`src/rtl/voice_allocator.sv`:
```
// Polyphonic voice scheduler: scans the key bitmap once per tick, releases voices of lifted keys,
// then assigns new presses to free voices, stealing the oldest voice when the pool is full.
module voice_allocator #(
  parameter int  NUM_KEYS   = 32,
  parameter int  NUM_VOICES = 4,
  parameter int  AGE_W      = 4,
  localparam int KEY_W      = $clog2(NUM_KEYS)
) (
  input  logic                        i_clk,
  input  logic                        i_rst_n,
  input  logic [NUM_KEYS-1:0]         i_keys,
  input  logic                        i_tick,
  output logic [NUM_VOICES-1:0]       o_voice_active,
  output logic [NUM_VOICES*KEY_W-1:0] o_voice_key,
  output logic [NUM_VOICES-1:0]       o_voice_trig,
  output logic                        o_steal,
  output logic                        o_busy,
  output logic                        o_overrun
);

  localparam int               VIDX_W   = (NUM_VOICES > 1) ? $clog2(NUM_VOICES) : 1;
  localparam logic [KEY_W-1:0] LAST_KEY = KEY_W'(NUM_KEYS - 1);
  localparam logic [AGE_W-1:0] AGE_MAX  = '1;

  typedef enum logic [1:0] {S_IDLE, S_REL, S_PRS} state_t;
  state_t state, state_nxt;

  logic [NUM_KEYS-1:0]   prev, snap;
  logic [KEY_W-1:0]      idx;
  logic [NUM_VOICES-1:0] active;
  logic [KEY_W-1:0]      key [NUM_VOICES];
  logic [AGE_W-1:0]      age [NUM_VOICES];

  logic              last_key, rel_hit, prs_hit, free_found;
  logic [VIDX_W-1:0] free_sel, old_sel, sel;
  logic [AGE_W-1:0]  old_age;

  function automatic logic [AGE_W-1:0] age_inc_sat(input logic [AGE_W-1:0] a);
    return (a == AGE_MAX) ? a : a + AGE_W'(1);
  endfunction

  always_comb begin
    last_key = (idx == LAST_KEY);
    rel_hit  = (state == S_REL) && prev[idx] && !snap[idx];
    prs_hit  = (state == S_PRS) && !prev[idx] && snap[idx];

    free_found = 1'b0;
    free_sel   = '0;
    for (int v = NUM_VOICES - 1; v >= 0; v--) begin
      if (!active[v]) begin
        free_found = 1'b1;
        free_sel   = VIDX_W'(v);
      end
    end

    // Strict compare keeps the lowest index on equal ages
    old_sel = '0;
    old_age = age[0];
    for (int v = 1; v < NUM_VOICES; v++) begin
      if (age[v] > old_age) begin
        old_sel = VIDX_W'(v);
        old_age = age[v];
      end
    end

    sel = free_found ? free_sel : old_sel;
  end

  always_comb begin
    state_nxt = state;
    case (state)
      S_IDLE:  if (i_tick) state_nxt = S_REL;
      S_REL:   if (last_key) state_nxt = S_PRS;
      S_PRS:   if (last_key) state_nxt = S_IDLE;
      default: state_nxt = S_IDLE;
    endcase
  end

  always_ff @(posedge i_clk or negedge i_rst_n) begin
    if (!i_rst_n) begin
      state     <= S_IDLE;
      idx       <= '0;
      prev      <= '0;
      snap      <= '0;
      o_overrun <= 1'b0;
    end else begin
      state     <= state_nxt;
      o_overrun <= i_tick && (state != S_IDLE);
      if (state == S_IDLE) begin
        if (i_tick) begin
          snap <= i_keys;
          prev <= snap;
          idx  <= '0;
        end
      end else begin
        idx <= last_key ? '0 : idx + KEY_W'(1);
      end
    end
  end

  always_ff @(posedge i_clk or negedge i_rst_n) begin
    if (!i_rst_n) begin
      active       <= '0;
      o_voice_trig <= '0;
      o_steal      <= 1'b0;
      for (int v = 0; v < NUM_VOICES; v++) begin
        key[v] <= '0;
        age[v] <= '0;
      end
    end else begin
      o_voice_trig <= '0;
      o_steal      <= 1'b0;
      if (rel_hit) begin
        for (int v = 0; v < NUM_VOICES; v++) begin
          if (active[v] && (key[v] == idx)) active[v] <= 1'b0;
        end
      end
      if (prs_hit) begin
        for (int v = 0; v < NUM_VOICES; v++) begin
          if (VIDX_W'(v) == sel) begin
            active[v]       <= 1'b1;
            key[v]          <= idx;
            age[v]          <= '0;
            o_voice_trig[v] <= 1'b1;
          end else if (active[v]) begin
            age[v] <= age_inc_sat(age[v]);
          end
        end
        o_steal <= !free_found;
      end
    end
  end

  always_comb begin
    o_voice_key = '0;
    for (int v = 0; v < NUM_VOICES; v++) o_voice_key[KEY_W*v +: KEY_W] = key[v];
  end

  assign o_voice_active = active;
  assign o_busy         = (state != S_IDLE);

endmodule

```
`config.mk`:
```
export PLATFORM = sky130hd
export DESIGN_NAME = voice_allocator
export DESIGN_NICKNAME = d
export VERILOG_FILES = /design/src/rtl/voice_allocator.sv
export SDC_FILE = /design/constraint.sdc
export NUM_CORES = 1
export LEC_CHECK = 0
export CORE_AREA = 2 2 135 137
export CTS_BUF_LIST = sky130_fd_sc_hd__clkbuf_8
export CTS_CLUSTER_DIAMETER = 120
export DETAILED_ROUTE_END_ITERATION = 8
export DIE_AREA = 0 0 137 139
export PLACE_DENSITY = 0.55
export SYNTH_ARGS = -nofsm -noshare
export SYNTH_HDL_FRONTEND = slang
export SYNTH_SLANG_ARGS = --single-unit
```
`constraint.sdc`:
```
create_clock -name i_clk -period 6.4 [get_ports i_clk]
set_input_delay 1.28 -clock i_clk [delete_from_list [all_inputs] [get_ports i_clk]]
set_output_delay 1.28 -clock i_clk [all_outputs]
set_load 0.01 [all_outputs]
```
==> impl_metrics.toml, run 1 <==
[die]
core_area_um2 = 17700
start_util = 0.343
fp.dieH_um = 139
die_area_um2 = 19000
die_w_um = 137
rows = 49
io_pins = 66

[logic_synthesis]
async_reset_ff_frac = 1.00
synth-main-ff-cell = "dfrtp_1"
syn_inst = 496
yosys.area.top_type = "dfrtp_1"
synth_top_cell_area_share = 0.483
ys_seq_elements = 117
synth_nets = 549
synth-seq-area-share = 0.483
yosys.cell_types.count = 54
ys_warn_count = 0
synth-edff-count = 0
synth_area_leaders = "dfrtp_1 48%, mux2_2 17%, ha_1 3.7%, mux4_2 3.0%, mux2i_1 2.8%"
syn_avg_cell_area_um2 = 12.2
syn_area_um2 = 6060

[global_route]
grt_overflow = 0
grt_pass1_vias = 4542
grt_max_degree = 65
grt_first_pass_wirelength_um = 23100
antenna_found_initial = 0
grtUsageTotal = 0.155

[timing]
finalSetupViolCount = 0
worst_pin_slew_ps = 1180
fmaxAchievable_mhz = 196
min_period_ps = 5090
slew_headroom = 0.211
setup_tns_ps = 0
rsz0062_at_grt = "false"
fin_ws_ps = 1310
timing.final.crit_share = 0.796
skew_ps = 21.0
slew_viol_final = 0
hold_viol = 0

[drt]
drt-vias-per-instance = 5.25
drc_errors = 0
final_antenna_net_count = 0
vias = 4199
drt_iter0_markers = 220
wl_per_cell_um = 17.3
drt-total-wl_um = 13800
first_pass_iters = 4

[final_layout]
final_area_um2 = 7250
antenna_cells = 0
drive_gt1_frac = 0.256
syn_to_final_growth_pct = 19.7
fin_nets = 611
fin_cells = 800

[clock_tree]
cts_sinks = 117
insertion_delay_ps = 450
cts.path.max_buffers = 2
hold_buffers = 0
cts_tree = "yes"
htree_levels = 4
ctsResizeCount = 0
postCtsSetupRepairBufs = 0
cts_buffers = 17
cts-root-buf = "clkbuf_8"
cts.clk_slew.worst_paths_ps = 70

[pwr]
leakagePower_nw = 3.22
powerDensity_nw_per_um2 = 368
ir_worst_vdd_v = 0.000206

[worst_setup_path]
crit_chain = "inv_1, ha_1, nand3_1, nor2_1, o32a_1, mux2_2, ha_1, and4b_1, a211oi_2, nor2_1, mux2_2, ha_1, and4_1, nand2_1, o21a_1, o41ai_4, nand3_2, mux2_2"
r2r_cells = 18
end_kind = "flop"
critPathLaunchType = "flop"
cp.required_ps = 6720
worstPathMaxFanout = 7
cp_top_family = "simple AND/OR/NAND/NOR gates"
cp_data_arrival_time_ps = 5420
r2r-end = "o_voice_key[3]$_DFFE_PN0P_"
rrSetupSlack_ps = 1310
critPathMaxStageDelay_ps = 500
cpMaxStageDelayCell = "o41ai_4"
worstSetupPathType = "reg2reg"
r2r-start = "age[15]$_DFFE_PN0P_"
worst-path-buf-inv = 1

[outcome]
status = "complete, no violations"

[run]
maxCapViolations = 0

[placement]
dpl_worst_slack_ps = 1300
gp_congestion = 0.787
dp_cells = 768
dpl_cell_area_um2 = 6900
portBuffers = 65
dp_hpwl_um = 9740

[min_path]
min_path_cells = 1
hp-start = "state[1]$_DFFE_PN0P_"
holdPathEnd = "state[0]$_DFFE_PN0P_"
worstHoldPathType = "reg2reg"
[layer usage]
| layer | track usage | routed length, um |
|---|---|---|
| met3 | 0.0479 | 574 |
| met5 | 0 | 0 |
| met1 | 0.198 | 6170 |
| met4 | 0.0440 | 145 |
| met2 | 0.254 | 6920 |
[registers in the layout, summed over array words and instances, names as in the netlist]
signal and count:
age 16, o_voice_trig 4, snap 32, state 2, o_overrun 1, o_steal 1
o_voice_key 20, prev 32, o_voice_active 4, idx 5
[where the power goes]
group	total, mW	switching [mW]	internal [mW]	leakage [nW]
clock network	0.608	0.328	0.280	0.179
registers	1.16	0.215	0.943	1.53
logic	0.900	0.430	0.470	1.51
[synthesized netlist by cell type, types with 5 or more instances]
cell type / number
o211ai_1: 7
nand4_1: 9
nand3_1: 16
xnor2_1: 9
a21oi_1: 7
nor3_1: 11
a31oi_1: 6
mux4_2: 8
nand2_1: 20
buf_2: 7
nor2b_1: 8
xor2_1: 13
dfrtp_1: 117
clkbuf_1: 13
a22o_1: 8
inv_1: 23
mux2i_1: 17
ha_1: 18
and2_1: 5
o21ai_0: 9
nor2_1: 17
mux2_2: 92
[how the worst max path moves through the flow]
stage,startpoint,end,cells after the start
floorplan,age[15]$_DFFE_PN0P_,o_voice_key[0]$_DFFE_PN0P_,18
global placement,age[15]$_DFFE_PN0P_,o_voice_key[2]$_DFFE_PN0P_,17
detailed placement,age[15]$_DFFE_PN0P_,o_voice_key[0]$_DFFE_PN0P_,18
CTS,age[15]$_DFFE_PN0P_,o_voice_key[3]$_DFFE_PN0P_,18
global route,age[15]$_DFFE_PN0P_,o_voice_key[3]$_DFFE_PN0P_,18
finish,age[15]$_DFFE_PN0P_,o_voice_key[3]$_DFFE_PN0P_,18
[cells in the final DEF (no fill, tap or decap), types with 3 or more instances in the layout]
cell	count
a32o_1	3
a22oi_1	3
nor3_1	11
a22o_1	8
xor2_1	13
a31oi_1	6
o21ai_0	9
nand3_2	3
nand2_1	20
clkinv_4	5
nor2b_1	8
mux2_2	92
clkbuf_8	18
nor2_1	17
xnor2_1	9
and2_1	4
ha_1	18
a21oi_1	7
and4_1	3
nand4b_1	3
o211ai_1	7
clkinvlp_4	3
mux2i_1	17
nand3_1	16
a41oi_1	3
clkdlybuf4s50_1	64
mux4_2	8
inv_1	25
dfrtp_1	117
inv_6	3
buf_4	5
nand2b_1	3
nand4_1	9
[worst reg2reg max path: stages (launching register included)]
cell	delay, ps
dfrtp_1	420
inv_1	90
ha_1	290
nand3_1	100
nor2_1	110
o32a_1	400
mux2_2	400
ha_1	180
and4b_1	270
a211oi_2	80
nor2_1	370
mux2_2	400
ha_1	300
and4_1	190
nand2_1	80
o21a_1	200
o41ai_4	500
nand3_2	240
mux2_2	370
[cells by family after synthesis]
group	after synthesis	share of synthesized area
buffers and inverters	49	0.0349
DFF	117	0.483
adders and majority gates	18	0.0372
and+or+nand+nor	107	0.0962
muxes	117	0.229
AOI/OAI and AO/OA	66	0.0880
xor gates and xnor gates	22	0.0318
[final cells by class]
type	count	area [um^2]
Tap cell	229	287
Multi-Input combinational cell	330	2920
Clock buffer	18	248
Clock inverter	14	105
Sequential cell	117	2930
Timing Repair Buffer	69	678
Inverter	23	86.3
Fill cell	1690	10400
[stage by stage]
| stage | power [mW] | util | hold slack (ps) |
|---|---|---|---|
| after CTS | 2.70 | 0.411 | 486 |
| after floorplan | 1.83 | - | 449 |
| after detailed placement | 2.09 | 0.391 | 476 |
| after global routing | 2.85 | 0.411 | 517 |
| final | 2.67 | 0.411 | 486 |
| after global placement | 2.05 | 0.391 | 468 |
No activity file was read; power rests on OpenSTA's default activity.
==> run 2, diff against run 1 <==
==> constraint.sdc (replaced) <==
create_clock -name i_clk -period 5.15 [get_ports i_clk]
set_input_delay 1.03 -clock i_clk [delete_from_list [all_inputs] [get_ports i_clk]]
set_output_delay 1.03 -clock i_clk [all_outputs]
set_load 0.01 [all_outputs]
==> run 2 against run 1 <==
Worst setup slack worse by 950 ps. Non-clock buffer count rose by 4. Highest routed layer unchanged. Die area unchanged.
==> impl_metrics.toml, run 2 (synthesis gave the netlist of run 1 again) <==
[outcome]
status = "complete, no violations"

[drt]
vias = 4220
drt_iter0_markers = 199
final_antenna_net_count = 0
drt-total-wl_um = 14000
first_pass_iters = 5
drc_errors = 0
wl_per_cell_um = 17.5
drt-vias-per-instance = 5.26

[die]
io_pins = 66
start_util = 0.343
die_area_um2 = 19000
core_area_um2 = 17700
rows = 49
die_w_um = 137
fp.dieH_um = 139

[timing]
slew_headroom = 0.215
finalSetupViolCount = 0
rsz0062_at_grt = "false"
timing.final.crit_share = 0.930
worst_pin_slew_ps = 1180
hold_viol = 0
slew_viol_final = 0
min_period_ps = 4790
fmaxAchievable_mhz = 209
skew_ps = 12.5
setup_tns_ps = 0
fin_ws_ps = 359

[placement]
portBuffers = 65
dpl_worst_slack_ps = 42.4
dp_cells = 770
dp_hpwl_um = 9960
gp_congestion = 0.817

[global_route]
grt_overflow = 0
antenna_found_initial = 0
grtUsageTotal = 0.156
grt_pass1_vias = 4438
grt_first_pass_wirelength_um = 23200
grt_max_degree = 53

[final_layout]
mostFrequentLayoutCells = "117 x dfrtp_1, 92 x mux2_2, 64 x clkdlybuf4s50_1, 23 x inv_1, 21 x clkbuf_8"
antenna_cells = 0
final_common_cell = "dfrtp_1"
fin_nets = 615
syn_to_final_growth_pct = 20.9
fin_cells = 803
post-route-util = 0.415
drive_gt1_frac = 0.268

[worst_setup_path]
cp_top_family = "compound AO/OA/AOI/OAI gates"
cpMaxStageDelayCell = "o32a_2"
cp_num_cells = 19
critPathLaunchType = "flop"
crit_chain = "inv_1, ha_1, nand3_1, nor2_1, o32a_2, mux2i_1, ha_1, and4b_1, a211oi_2, nor2_2, mux2_2, ha_1, and4_1, nand2_1, o21a_1, o41ai_4, buf_4, nand3_2, mux2_2"
cp_data_arrival_time_ps = 5110
r2r_cells = 19
end_kind = "flop"
cp.required_ps = 5470
worst-path-buf-inv = 2
worstPathMaxFanout = 7
worstSetupPathType = "reg2reg"
crit_path_frequent_cell = "ha_1"
critPathMaxStageDelay_ps = 460

[pwr]
powerDensity_nw_per_um2 = 462
ir_worst_vdd_v = 0.000216
p_total_mw = 3.38
leakagePower_nw = 3.25

[clock_tree]
cts-root-buf = "clkbuf_8"
hold_buffers = 0
cts.clk_slew.worst_paths_ps = 70
cts_sinks = 117
cts.path.max_buffers = 2
cts_tree = "yes"
cts_buffers = 17
htree_levels = 4
insertion_delay_ps = 430

[min_path]
worstHoldPathType = "reg2reg"
min_path_cells = 1

[run]
maxCapViolations = 0
==> run 2: final cells by class <==
| type | instances | area [um^2] |
|---|---|---|
| well taps | 229 | 287 |
| fillers | 1699 | 10300 |
| clock buffers | 21 | 289 |
| inverters | 23 | 86.3 |
| flip-flops and latches | 117 | 2930 |
| clock inverters | 10 | 98.8 |
| multi-input cells | 330 | 2930 |
| repair buffers | 73 | 708 |
==> run 2: path summary, 6_finish.rpt <==
check                           slack, ps                  from                         end
max in group asynchronous            3560               i_rst_n        snap[19]$_DFFE_PN0P_
min in group asynchronous             650               i_rst_n          age[4]$_DFFE_PN0P_
worst min-delay path                  490  state[1]$_DFFE_PN0P_        state[0]$_DFFE_PN0P_
worst max-delay path                  360   age[15]$_DFFE_PN0P_  o_voice_key[1]$_DFFE_PN0P_
worst min register to register        490  state[1]$_DFFE_PN0P_        state[0]$_DFFE_PN0P_
worst max register to register        360   age[15]$_DFFE_PN0P_  o_voice_key[1]$_DFFE_PN0P_
==> run 2: worst register-to-register path, stage by stage (launching register included) <==
cell and delay, ps:
dfrtp_1 430, inv_1 90, ha_1 290, nand3_1 110, nor2_1 50, o32a_2 460, mux2i_1 240, ha_1 300
and4b_1 230, a211oi_2 350, nor2_2 140, mux2_2 310, ha_1 290, and4_1 190, nand2_1 90, o21a_1 190
o41ai_4 200, buf_4 190, nand3_2 170, mux2_2 370
==> run 2: power breakdown <==
part / internal, mW / leakage, nW / switching (mW)
logic: 0.587 / 1.53 / 0.531
clock network: 0.432 / 0.194 / 0.383
registers: 1.17 / 1.53 / 0.279
==> run 2: repair_timing <==
item / in CTS / in global routing
setup buffers: 0 / 2
hold endpoints to repair: 0 / 0
gates resized for setup: 0 / 3
endpoints found under the setup margin: 0 / 21
==> run 2: metal layers <==
layer	vias up	GRT usage	routed length, um
met2	91	0.261	7140
met4	0	0.0450	185
met1	2153	0.199	6170
met3	16	0.0406	530
li1	1960	-	-
met5	-	0	0
==> run 2: per-stage QoR <==
| stage | instance area [um^2] | hold slack, ps |
|---|---|---|
| 4_1_cts | 7300 | 488 |
| 5_1_grt | 7330 | 503 |
| 6_report | 7330 | 492 |
| 3_3_place_gp | 6920 | 468 |
| 3_5_place_dp | 6920 | 477 |
| 2_1_floorplan | 6060 | 449 |
==> run 3, diff against run 2 <==
==> config.mk (replaced) <==
export PLATFORM = sky130hd
export DESIGN_NAME = voice_allocator
export DESIGN_NICKNAME = d
export VERILOG_FILES = /design/src/rtl/voice_allocator.sv
export SDC_FILE = /design/constraint.sdc
export NUM_CORES = 1
export LEC_CHECK = 0
export CORE_AREA = 2 2 173 107
export CTS_BUF_LIST = sky130_fd_sc_hd__clkbuf_8
export CTS_CLUSTER_DIAMETER = 120
export DETAILED_ROUTE_END_ITERATION = 8
export DIE_AREA = 0 0 175 109
export HOLD_SLACK_MARGIN = 0.1
export PLACE_DENSITY = 0.56
export SYNTH_ARGS = -nofsm -noshare
export SYNTH_HDL_FRONTEND = slang
export SYNTH_SLANG_ARGS = --single-unit
==> run 3 against run 2 <==
Core utilization increased by 0.63 points. Flip-flop and latch count unchanged. First-iteration DRC count increased by 17%. Sequential share of layout area decreased by 0.56 points. Combinational power increased by 5%. Worst setup slack got worse by 210 ps. Final cell count increased by 1.9%. Clock power increased by 16%. Die area increased by 0.17%.
==> impl_metrics.toml, run 3 (synthesis gave the netlist of run 1 again) <==
[timing]
setup_tns_ps = 0
worst_pin_slew_ps = 1210
holdWs_ps = 361
fmaxAchievable_mhz = 200
min_period_ps = 5000
slew_viol_final = 0
skew_ps = 12.8
timing.final.crit_share = 0.972
slew_headroom = 0.193
finalSetupViolCount = 0
hold_viol = 0

[placement]
portBuffers = 65
dp_hpwl_um = 10400
gp_congestion = 0.842
dpl_cell_area_um2 = 6940
dp_cells = 783

[clock_tree]
cts.clk_slew.worst_paths_ps = 70
insertion_delay_ps = 440
hold_buffers = 0
cts.path.max_buffers = 2
htree_levels = 4
cts_buffers = 17
cts-root-buf = "clkbuf_8"
cts_tree = "yes"
cts_sinks = 117

[worst_setup_path]
worstPathMaxFanout = 7
cpMaxStageDelayCell = "dfrtp_1"
worst-path-buf-inv = 1
crit_path_frequent_cell = "ha_1"
cp_top_family = "compound AO/OA/AOI/OAI gates"
crit_chain = "inv_1, ha_1, a21oi_1, nor2b_1, o32a_2, mux2i_2, ha_1, and4b_1, a211oi_4, nor2_2, mux2_2, ha_1, and4_1, nand2_1, o21a_1, o41ai_4, nand3_2, mux2_2"
rrSetupSlack_ps = 150
cp.required_ps = 5470
r2r_cells = 18
critPathLaunchType = "flop"
r2r-end = "o_voice_key[1]$_DFFE_PN0P_"
worstSetupPathType = "reg2reg"
r2r-start = "age[14]$_DFFE_PN0P_"
critPathMaxStageDelay_ps = 440
cp_data_arrival_time_ps = 5330
end_kind = "flop"

[die]
io_pins = 66
fp.dieH_um = 109
die_area_um2 = 19100
die_w_um = 175
start_util = 0.344
core_area_um2 = 17600
rows = 38

[final_layout]
mostFrequentLayoutCells = "117 x dfrtp_1, 92 x mux2_2, 64 x clkdlybuf4s50_1, 23 x inv_1, 20 x nand2_1"
final_area_um2 = 7430
syn_to_final_growth_pct = 22.6
layout.area.seq_um2 = 2930
final_common_cell = "dfrtp_1"
fin_cells = 818
post-route-util = 0.421
multi_input_area_um2 = 2940
antenna_cells = 0
drive_gt1_frac = 0.275
num-fill-cells = 1630
fin_nets = 618

[drt]
final_antenna_net_count = 0
drt-vias-per-instance = 5.32
drt_iter0_markers = 232
first_pass_iters = 5
drt-total-wl_um = 15000
drc_errors = 0
wl_per_cell_um = 18.4
vias = 4349

[global_route]
antenna_found_initial = 0
grt_first_pass_wirelength_um = 23900
grt_pass1_vias = 4297
grt_overflow = 0
grt_max_degree = 76
grtUsageTotal = 0.165

[run]
maxCapViolations = 0

[outcome]
status = "complete, no violations"

[pwr]
leakagePower_nw = 3.29
ir_worst_vdd_v = 0.000176
powerDensity_nw_per_um2 = 482

[min_path]
worstHoldPathType = "in2async"
[run 3: changes by cell type in the layout (fill, tap and decap cells not counted), sizes merged]
cell      change
buf           +3
bufinv        +3
clkbuf        -2
clkinvlp      +1
inv           -1
[run 3: final cells by class]
type / instances / share of cell area
repair buffers: 76 / 0.0983
inverters: 23 / 0.0116
well taps: 240 / 0.0404
multi-input cells: 330 / 0.396
clock inverters: 13 / 0.0243
clock buffers: 19 / 0.0352
flip-flops and latches: 117 / 0.394
[run 3: worst max path at each step]
stage / startpoint / end / cells past startpoint
2_1_floorplan: age[15]$_DFFE_PN0P_ / o_voice_key[0]$_DFFE_PN0P_ / 18
3_3_place_gp: age[15]$_DFFE_PN0P_ / o_voice_key[4]$_DFFE_PN0P_ / 17
3_5_place_dp: age[14]$_DFFE_PN0P_ / o_voice_key[1]$_DFFE_PN0P_ / 18
4_1_cts: age[14]$_DFFE_PN0P_ / o_voice_key[1]$_DFFE_PN0P_ / 18
5_1_grt: age[14]$_DFFE_PN0P_ / o_voice_key[1]$_DFFE_PN0P_ / 18
6_report: age[14]$_DFFE_PN0P_ / o_voice_key[1]$_DFFE_PN0P_ / 18
[run 3: metal layers]
layer | up-vias | track usage | wire length [um]
li1 | 1969 | - | -
met1 | 2244 | 0.237 | 7580
met2 | 124 | 0.240 | 6540
met3 | 12 | 0.0474 | 783
met4 | 0 | 0.0488 | 145
met5 | - | 0 | 0
[run 3: where the power goes]
part	switching, mW	internal (mW)
registers	0.290	1.17
clock network	0.392	0.550
logic	0.570	0.605
total	1.25	2.33
[run 3: repair_timing]
action	4_1_cts	5_1_grt
pin swaps	0	1
gates resized for setup	1	4
buffers inserted	0	3
setup endpoints to repair	5	21
[run 3: stage by stage]
step                      power (mW)  setup slack [ps]
after floorplan                 2.27               511
after global routing            3.79             -15.8
after detailed placement        2.65             -12.7
after CTS                       3.61              39.0
after global placement          2.63               246
final                           3.58               145
